**src/rtl/controle_turno_if.sv**
```systemverilog
// Shot/checker/status bundle of the battleship turn controller.
//   master : UI + collision-checker side (drives shot request, col_ready/col_hit)
//   slave  : controle_turno (drives handshake, checker request and game status)
interface controle_turno_if;
  localparam int unsigned COORD_W = 4;
  localparam int unsigned HITS_W  = 5;

  logic               shot_valid;
  logic [COORD_W-1:0] shot_x;
  logic [COORD_W-1:0] shot_y;
  logic               shot_ready;
  logic               col_enable;
  logic [COORD_W-1:0] col_x;
  logic [COORD_W-1:0] col_y;
  logic               col_jogador;
  logic               col_ready;
  logic               col_hit;
  logic               turno;
  logic [HITS_W-1:0]  hits_p1;
  logic [HITS_W-1:0]  hits_p2;
  logic               result_valid;
  logic               result_hit;
  logic               erro;
  logic               fim_jogo;
  logic               vencedor;

  modport master (
    output shot_valid, shot_x, shot_y, col_ready, col_hit,
    input  shot_ready, col_enable, col_x, col_y, col_jogador, turno,
           hits_p1, hits_p2, result_valid, result_hit, erro, fim_jogo, vencedor
  );

  modport slave (
    input  shot_valid, shot_x, shot_y, col_ready, col_hit,
    output shot_ready, col_enable, col_x, col_y, col_jogador, turno,
           hits_p1, hits_p2, result_valid, result_hit, erro, fim_jogo, vencedor
  );
endinterface

```
**src/rtl/controle_turno.sv**
```systemverilog
// Turn controller for a two-player battleship game: accepts one shot per turn,
// runs the external collision check, scores hits, switches turns and detects
// the end of the game.
//   clk, rst : system clock, synchronous active-high reset
//   bus      : controle_turno_if.slave (shot handshake, checker request/response,
//              turn, score counters, result pulse, timeout flag, game-over status)
// All outputs are registered; output flops are loaded from the next state.
module controle_turno #(
  parameter int unsigned TOTAL_PECAS = 17,
  parameter int unsigned TIMEOUT     = 31
) (
  input  logic           clk,
  input  logic           rst,
  controle_turno_if.slave bus
);

  localparam int unsigned COORD_W = 4;
  localparam int unsigned HITS_W  = 5;
  localparam int unsigned CNT_W   = 6;

  typedef enum logic [1:0] {IDLE, CHECK, RESOLVE, GAME_OVER} state_e;

  state_e             state_q, state_d;
  logic [COORD_W-1:0] col_x_q, col_x_d, col_y_q, col_y_d;
  logic [CNT_W-1:0]   cnt_q, cnt_d;
  logic [HITS_W-1:0]  hits_p1_q, hits_p1_d, hits_p2_q, hits_p2_d;
  logic               hit_seen_q, hit_seen_d;
  logic               turno_q, turno_d;
  logic               erro_q, erro_d;
  logic               vencedor_q, vencedor_d;
  logic               shot_ready_q, shot_ready_d;
  logic               col_enable_q, col_enable_d;
  logic               col_jogador_q, col_jogador_d;
  logic               result_valid_q, result_valid_d;
  logic               result_hit_q, result_hit_d;
  logic               fim_jogo_q, fim_jogo_d;

  // State and datapath registers
  always_ff @(posedge clk) begin
    if (rst) begin
      state_q        <= IDLE;
      col_x_q        <= '0;
      col_y_q        <= '0;
      cnt_q          <= '0;
      hits_p1_q      <= '0;
      hits_p2_q      <= '0;
      hit_seen_q     <= 1'b0;
      turno_q        <= 1'b0;
      erro_q         <= 1'b0;
      vencedor_q     <= 1'b0;
      shot_ready_q   <= 1'b1;
      col_enable_q   <= 1'b0;
      col_jogador_q  <= 1'b0;
      result_valid_q <= 1'b0;
      result_hit_q   <= 1'b0;
      fim_jogo_q     <= 1'b0;
    end else begin
      state_q        <= state_d;
      col_x_q        <= col_x_d;
      col_y_q        <= col_y_d;
      cnt_q          <= cnt_d;
      hits_p1_q      <= hits_p1_d;
      hits_p2_q      <= hits_p2_d;
      hit_seen_q     <= hit_seen_d;
      turno_q        <= turno_d;
      erro_q         <= erro_d;
      vencedor_q     <= vencedor_d;
      shot_ready_q   <= shot_ready_d;
      col_enable_q   <= col_enable_d;
      col_jogador_q  <= col_jogador_d;
      result_valid_q <= result_valid_d;
      result_hit_q   <= result_hit_d;
      fim_jogo_q     <= fim_jogo_d;
    end
  end

  // Next state and datapath updates
  always_comb begin
    state_d    = state_q;
    col_x_d    = col_x_q;
    col_y_d    = col_y_q;
    cnt_d      = cnt_q;
    hits_p1_d  = hits_p1_q;
    hits_p2_d  = hits_p2_q;
    hit_seen_d = hit_seen_q;
    turno_d    = turno_q;
    erro_d     = erro_q;
    vencedor_d = vencedor_q;
    unique case (state_q)
      IDLE: begin
        if (bus.shot_valid) begin
          col_x_d    = bus.shot_x;
          col_y_d    = bus.shot_y;
          hit_seen_d = 1'b0;
          cnt_d      = '0;
          state_d    = CHECK;
        end
      end
      CHECK: begin
        cnt_d = cnt_q + CNT_W'(1);
        if (bus.col_hit) hit_seen_d = 1'b1;
        if (bus.col_ready) begin
          state_d = RESOLVE;
        end else if (cnt_d == CNT_W'(TIMEOUT)) begin
          // Aborted check always scores as a miss, even if col_hit was seen
          erro_d     = 1'b1;
          hit_seen_d = 1'b0;
          state_d    = RESOLVE;
        end
      end
      RESOLVE: begin
        state_d = IDLE;
        if (hit_seen_q) begin
          // Shooter keeps the turn after a hit; saturate at TOTAL_PECAS
          if (!turno_q) begin
            if (hits_p1_q < HITS_W'(TOTAL_PECAS)) hits_p1_d = hits_p1_q + HITS_W'(1);
            if (hits_p1_d == HITS_W'(TOTAL_PECAS)) state_d = GAME_OVER;
          end else begin
            if (hits_p2_q < HITS_W'(TOTAL_PECAS)) hits_p2_d = hits_p2_q + HITS_W'(1);
            if (hits_p2_d == HITS_W'(TOTAL_PECAS)) state_d = GAME_OVER;
          end
          if (state_d == GAME_OVER) vencedor_d = turno_q;
        end else begin
          turno_d = ~turno_q;
        end
      end
      GAME_OVER: state_d = GAME_OVER;
      default:   state_d = IDLE;
    endcase
  end

  // Output flop inputs decoded from the next state
  always_comb begin
    shot_ready_d   = (state_d == IDLE);
    col_enable_d   = (state_d == CHECK);
    col_jogador_d  = turno_d;
    result_valid_d = (state_d == RESOLVE);
    result_hit_d   = (state_d == RESOLVE) && hit_seen_d;
    fim_jogo_d     = (state_d == GAME_OVER);
  end

  assign bus.shot_ready   = shot_ready_q;
  assign bus.col_enable   = col_enable_q;
  assign bus.col_x        = col_x_q;
  assign bus.col_y        = col_y_q;
  assign bus.col_jogador  = col_jogador_q;
  assign bus.turno        = turno_q;
  assign bus.hits_p1      = hits_p1_q;
  assign bus.hits_p2      = hits_p2_q;
  assign bus.result_valid = result_valid_q;
  assign bus.result_hit   = result_hit_q;
  assign bus.erro         = erro_q;
  assign bus.fim_jogo     = fim_jogo_q;
  assign bus.vencedor     = vencedor_q;

endmodule

```
**src/flat_wrapper.sv**
```systemverilog
// flat-port wrapper written by rule: the top's interface ports become plain ports
module controle_turno_flat 
#(
  parameter int unsigned TOTAL_PECAS = 17,
  parameter int unsigned TIMEOUT     = 31
)
  (clk, rst, bus_shot_valid, bus_shot_x, bus_shot_y, bus_col_ready, bus_col_hit, bus_shot_ready, bus_col_enable, bus_col_x, bus_col_y, bus_col_jogador, bus_turno, bus_hits_p1, bus_hits_p2, bus_result_valid, bus_result_hit, bus_erro, bus_fim_jogo, bus_vencedor);
  controle_turno_if bus_i ();
  input  logic clk;
  input  logic rst;
  input wire logic [$bits(bus_i.shot_valid)-1:0] bus_shot_valid;
  input wire logic [$bits(bus_i.shot_x)-1:0] bus_shot_x;
  input wire logic [$bits(bus_i.shot_y)-1:0] bus_shot_y;
  input wire logic [$bits(bus_i.col_ready)-1:0] bus_col_ready;
  input wire logic [$bits(bus_i.col_hit)-1:0] bus_col_hit;
  output wire logic [$bits(bus_i.shot_ready)-1:0] bus_shot_ready;
  output wire logic [$bits(bus_i.col_enable)-1:0] bus_col_enable;
  output wire logic [$bits(bus_i.col_x)-1:0] bus_col_x;
  output wire logic [$bits(bus_i.col_y)-1:0] bus_col_y;
  output wire logic [$bits(bus_i.col_jogador)-1:0] bus_col_jogador;
  output wire logic [$bits(bus_i.turno)-1:0] bus_turno;
  output wire logic [$bits(bus_i.hits_p1)-1:0] bus_hits_p1;
  output wire logic [$bits(bus_i.hits_p2)-1:0] bus_hits_p2;
  output wire logic [$bits(bus_i.result_valid)-1:0] bus_result_valid;
  output wire logic [$bits(bus_i.result_hit)-1:0] bus_result_hit;
  output wire logic [$bits(bus_i.erro)-1:0] bus_erro;
  output wire logic [$bits(bus_i.fim_jogo)-1:0] bus_fim_jogo;
  output wire logic [$bits(bus_i.vencedor)-1:0] bus_vencedor;
  assign bus_i.shot_valid = bus_shot_valid;
  assign bus_i.shot_x = bus_shot_x;
  assign bus_i.shot_y = bus_shot_y;
  assign bus_i.col_ready = bus_col_ready;
  assign bus_i.col_hit = bus_col_hit;
  assign bus_shot_ready = bus_i.shot_ready;
  assign bus_col_enable = bus_i.col_enable;
  assign bus_col_x = bus_i.col_x;
  assign bus_col_y = bus_i.col_y;
  assign bus_col_jogador = bus_i.col_jogador;
  assign bus_turno = bus_i.turno;
  assign bus_hits_p1 = bus_i.hits_p1;
  assign bus_hits_p2 = bus_i.hits_p2;
  assign bus_result_valid = bus_i.result_valid;
  assign bus_result_hit = bus_i.result_hit;
  assign bus_erro = bus_i.erro;
  assign bus_fim_jogo = bus_i.fim_jogo;
  assign bus_vencedor = bus_i.vencedor;
  controle_turno #(.TOTAL_PECAS(TOTAL_PECAS), .TIMEOUT(TIMEOUT)) u_core (.clk(clk), .rst(rst), .bus(bus_i));
endmodule
```
**config.mk**
```make
export PLATFORM = sky130hd
export DESIGN_NAME = controle_turno_flat
export DESIGN_NICKNAME = d
export VERILOG_FILES = /design/src/rtl/controle_turno_if.sv /design/src/rtl/controle_turno.sv /design/src/flat_wrapper.sv
export SDC_FILE = /design/constraint.sdc
export NUM_CORES = 1
export LEC_CHECK = 0
export ABC_AREA = 1
export ABC_CLOCK_PERIOD_IN_PS = 1990
export CAP_MARGIN = 10
export CORE_MARGIN = 5
export CORE_UTILIZATION = 52
export CTS_BUF_LIST = sky130_fd_sc_hd__clkbuf_2 sky130_fd_sc_hd__clkbuf_4 sky130_fd_sc_hd__clkbuf_8
export CTS_CLUSTER_DIAMETER = 40
export DETAILED_ROUTE_END_ITERATION = 10
export GPL_TIMING_DRIVEN = 0
export PLACE_DENSITY = 0.82
export SLEW_MARGIN = 20
export SYNTH_ARGS = -nofsm -noshare
export SYNTH_HDL_FRONTEND = slang
export SYNTH_SLANG_ARGS = --single-unit
```
**constraint.sdc**
```tcl
create_clock -name clk -period 1.99 [get_ports clk]
set_input_delay 0.398 -clock clk [delete_from_list [all_inputs] [get_ports clk]]
set_output_delay 0.398 -clock clk [all_outputs]
set_load 0.01 [all_outputs]
```
==> impl_metrics.py <==
metrics = {
    "die": {
        "die-area_sq_um": 4760,
        "rows": 21,
        "start_util": 0.538,
        "fp.dieW_um": 69.0,
        "die_height_um": 69.0,
        "pin_count": 40,
        "core-area_sq_um": 3360,
    },
    "global_route": {
        "grt_overflow_total": 0,
        "grt_pass1_wl_mm": 6.35,
        "grt_use_total": 0.179,
        "grt_max_degree": 11,
        "grt_pass1_vias": 1487,
        "antenna_found_initial": 0,
    },
    "placement": {
        "gp_congestion": 0.836,
        "hpwlAfterDp_mm": 2.87,
        "pre_cts_slack_ns": 0.138,
        "dp.cells": 348,
        "placed_area_sq_um": 2260,
        "portBuffers": 39,
    },
    "power_and_ir_drop": {
        "ir_drop_mv": 0.466,
        "powerDensity_nw_per_um2": 574,
        "combPwrFrac": 0.140,
        "finalPower_mw": 1.33,
        "seqPwrFrac": 0.565,
        "switching_power_mw": 0.344,
        "p_int_mw": 0.984,
        "swShare": 0.259,
        "p_clk_frac": 0.295,
        "p_leak_nw": 1.04,
    },
    "setup_path": {
        "max_stage_delay_ns": 0.60,
        "crit_path_max_fanout": 8,
        "cp_top_family": "buffers and inverters",
        "cp.required_ns": 1.59,
        "path_cells": "clkdlybuf4s50_1",
        "cp-end-kind": "primary output",
        "worst_setup_path_start_kind": "flop",
        "crit_type": "flop to primary output",
        "path_buf_inv": 1,
        "cp.arrival_ns": 1.44,
        "critPathSlowestCell": "clkdlybuf4s50_1",
    },
    "timing": {
        "slew_violations": 0,
        "fin_setup_tns_ns": 0,
        "fin_ws_ns": 0.150,
        "rsz0062_at_grt": "no",
        "hold_ws_ns": 0.484,
        "timing.fmax_mhz": 544,
        "slew_headroom": 0.698,
        "period_share": 0.924,
        "setup_viol_count_final": 0,
        "finClkSkew_ns": 0.00228,
        "report.final.hold_viol_count": 0,
        "worstMarginPinSlew_ns": 0.453,
        "min_period_ns": 1.84,
    },
    "min_path": {
        "min-delay-path-class": "flop to flop",
    },
    "clock_tree": {
        "cts_buffers": 5,
        "htree_levels": 2,
        "cts_buffer_depth": 2,
        "ctsResizeCount": 0,
        "cts.clk_slew.worst_paths_ns": 0.10,
        "postCtsSetupBuffers": 0,
        "cts_tree": "built",
        "root_buffer": "clkbuf_4",
        "cts-hold-fix-buffers": 0,
        "numClockSinks": 35,
        "insertion_delay_ns": 0.34,
    },
    "synth": {
        "synth.avg_cell_area_sq_um": 6.87,
        "synth_area_leaders": "dfxtp_1 (39%), nand2_1 (11%), nor2_1 (8.1%), inv_1 (6.6%), o21ai_0 (5.0%)",
        "yosysWarnings": 0,
        "synthesis.nets": 280,
        "synth_cell_types": 27,
        "synth_seq_area_share": 0.388,
        "netlist_instances": 263,
        "yosys.area.top_type": "dfxtp_1",
        "synth_seq_cells": 35,
        "yosysTopAreaCellShare": 0.388,
        "synth.cell_area_sq_um": 1810,
    },
    "drt": {
        "drtIter0Drc": 120,
        "num_vias": 1711,
        "wl_per_cell_um": 10.9,
        "dr.pass1.iters": 4,
        "viasPerCell": 4.81,
        "antenna_left": 0,
        "routed_wl_mm": 3.86,
        "drc": 0,
    },
    "finish": {
        "drive_above_1_share": 0.158,
        "synthToLayoutAreaGrowth_pct": 28.0,
        "diodes": 0,
        "fill_cells": 318,
        "final-instance-count-excl-fill": 356,
        "final_core_utilization": 0.688,
        "nets": 326,
        "fin_area_sq_um": 2310,
    },
    "run": {
        "drv_cap": 0,
    },
    "run_status": {
        "status": "finished clean",
    },
}
synth_stat cells:
master	number
a211oi_1	1
a21oi_1	12
a31oi_1	1
buf_2	2
buf_4	2
clkbuf_1	2
dfxtp_1	35
ha_1	4
inv_1	32
inv_2	10
nand2_1	55
nand2_2	9
nand2_4	1
nand3_1	13
nand3_2	4
nand3_4	1
nand4_1	2
nor2_1	39
nor2_2	6
nor2_4	4
nor3_1	1
o211ai_1	4
o21a_1	1
o21ai_0	18
o21ai_1	2
or2_1	1
or2_2	1
layout make-up:
cell class | instances | area (sq um) | area share
Tap cell | 46 | 57.6 | 0.0249
Clock inverter | 1 | 5.00 | 0.00216
Clock buffer | 7 | 52.6 | 0.0227
Timing Repair Buffer | 39 | 390 | 0.169
Sequential cell | 35 | 702 | 0.303
Multi-Input combinational cell | 180 | 917 | 0.396
Buffer | 6 | 32.5 | 0.0141
Inverter | 42 | 158 | 0.0681
final timing paths:
| path | from | to | slack (ns) | depth (start not counted) |
|---|---|---|---|---|
| worst min register to register | u_core.bus.vencedor | u_core.bus.vencedor | 0.48 | 2 |
| worst min-delay path | u_core.bus.vencedor | u_core.bus.vencedor | 0.48 | 2 |
| worst max register to register | u_core.cnt_q[0] | u_core.bus.result_hit | 0.27 | 10 |
| worst max-delay path | u_core.bus.hits_p2[4] | bus_hits_p2[4] | 0.15 | 1 |
state kept, by name, indices dropped and copies added, names as in the netlist:
name,cells
u_core.bus.col_enable,1
u_core.bus.hits_p2,5
u_core.bus.col_y,4
u_core.bus.col_jogador,1
u_core.hit_seen_q,1
u_core.bus.hits_p1,5
u_core.bus.vencedor,1
u_core.bus.erro,1
u_core.bus.result_hit,1
u_core.bus.result_valid,1
u_core.state_q,2
u_core.bus.col_x,4
u_core.bus.fim_jogo,1
u_core.cnt_q,6
u_core.bus.shot_ready,1
worst reg2reg max path: stages (launching register included):
cell and delay (ns):
dfxtp_1 0.48, ha_1 0.27, nand3_1 0.09, nand2_1 0.09, nand2_1 0.09, nor2_4 0.10, nand3_4 0.09, o21ai_1 0.17
o211ai_1 0.11, nand2_1 0.09, nor2_1 0.04
per-layer routing:
layer  GRT usage  wire (um)  vias up
li1            -          -      914
met5           0          0        -
met3      0.0665        231        7
met2       0.290       1750       34
met1       0.215       1820      756
met4      0.0681         61        0
logic make-up after synthesis:
kind of cell | after synthesis | synth area share
AO/OA/AOI/OAI | 39 | 0.117
adder cells (fa/ha/maj) | 4 | 0.0277
buffers and inverters | 48 | 0.105
flip-flops | 35 | 0.388
AND/OR/NAND/NOR | 137 | 0.363
cell usage in the layout, fill, tap and decap left out, types with 4 or more instances in the layout:
cell	count
nor2_2	6
a21oi_1	12
o211ai_1	4
nand2_1	55
dfxtp_1	34
ha_1	4
nor2_1	39
inv_2	10
inv_1	32
nand3_1	13
clkbuf_4	7
nand2_2	9
clkdlybuf4s50_1	39
nand3_2	4
o21ai_0	18
nor2_4	4
power groups by stage:
stage / logic [mW] / clock network [mW] / registers, mW
finish: 0.186 / 0.392 / 0.750
global route: 0.208 / 0.433 / 0.753
CTS: 0.188 / 0.400 / 0.749
detailed placement: 0.186 / 0 / 0.765
global placement: 0.184 / 0 / 0.764
floorplan: 0.0855 / 0 / 0.773
Note: power is estimated with default switching activity, not from simulation.
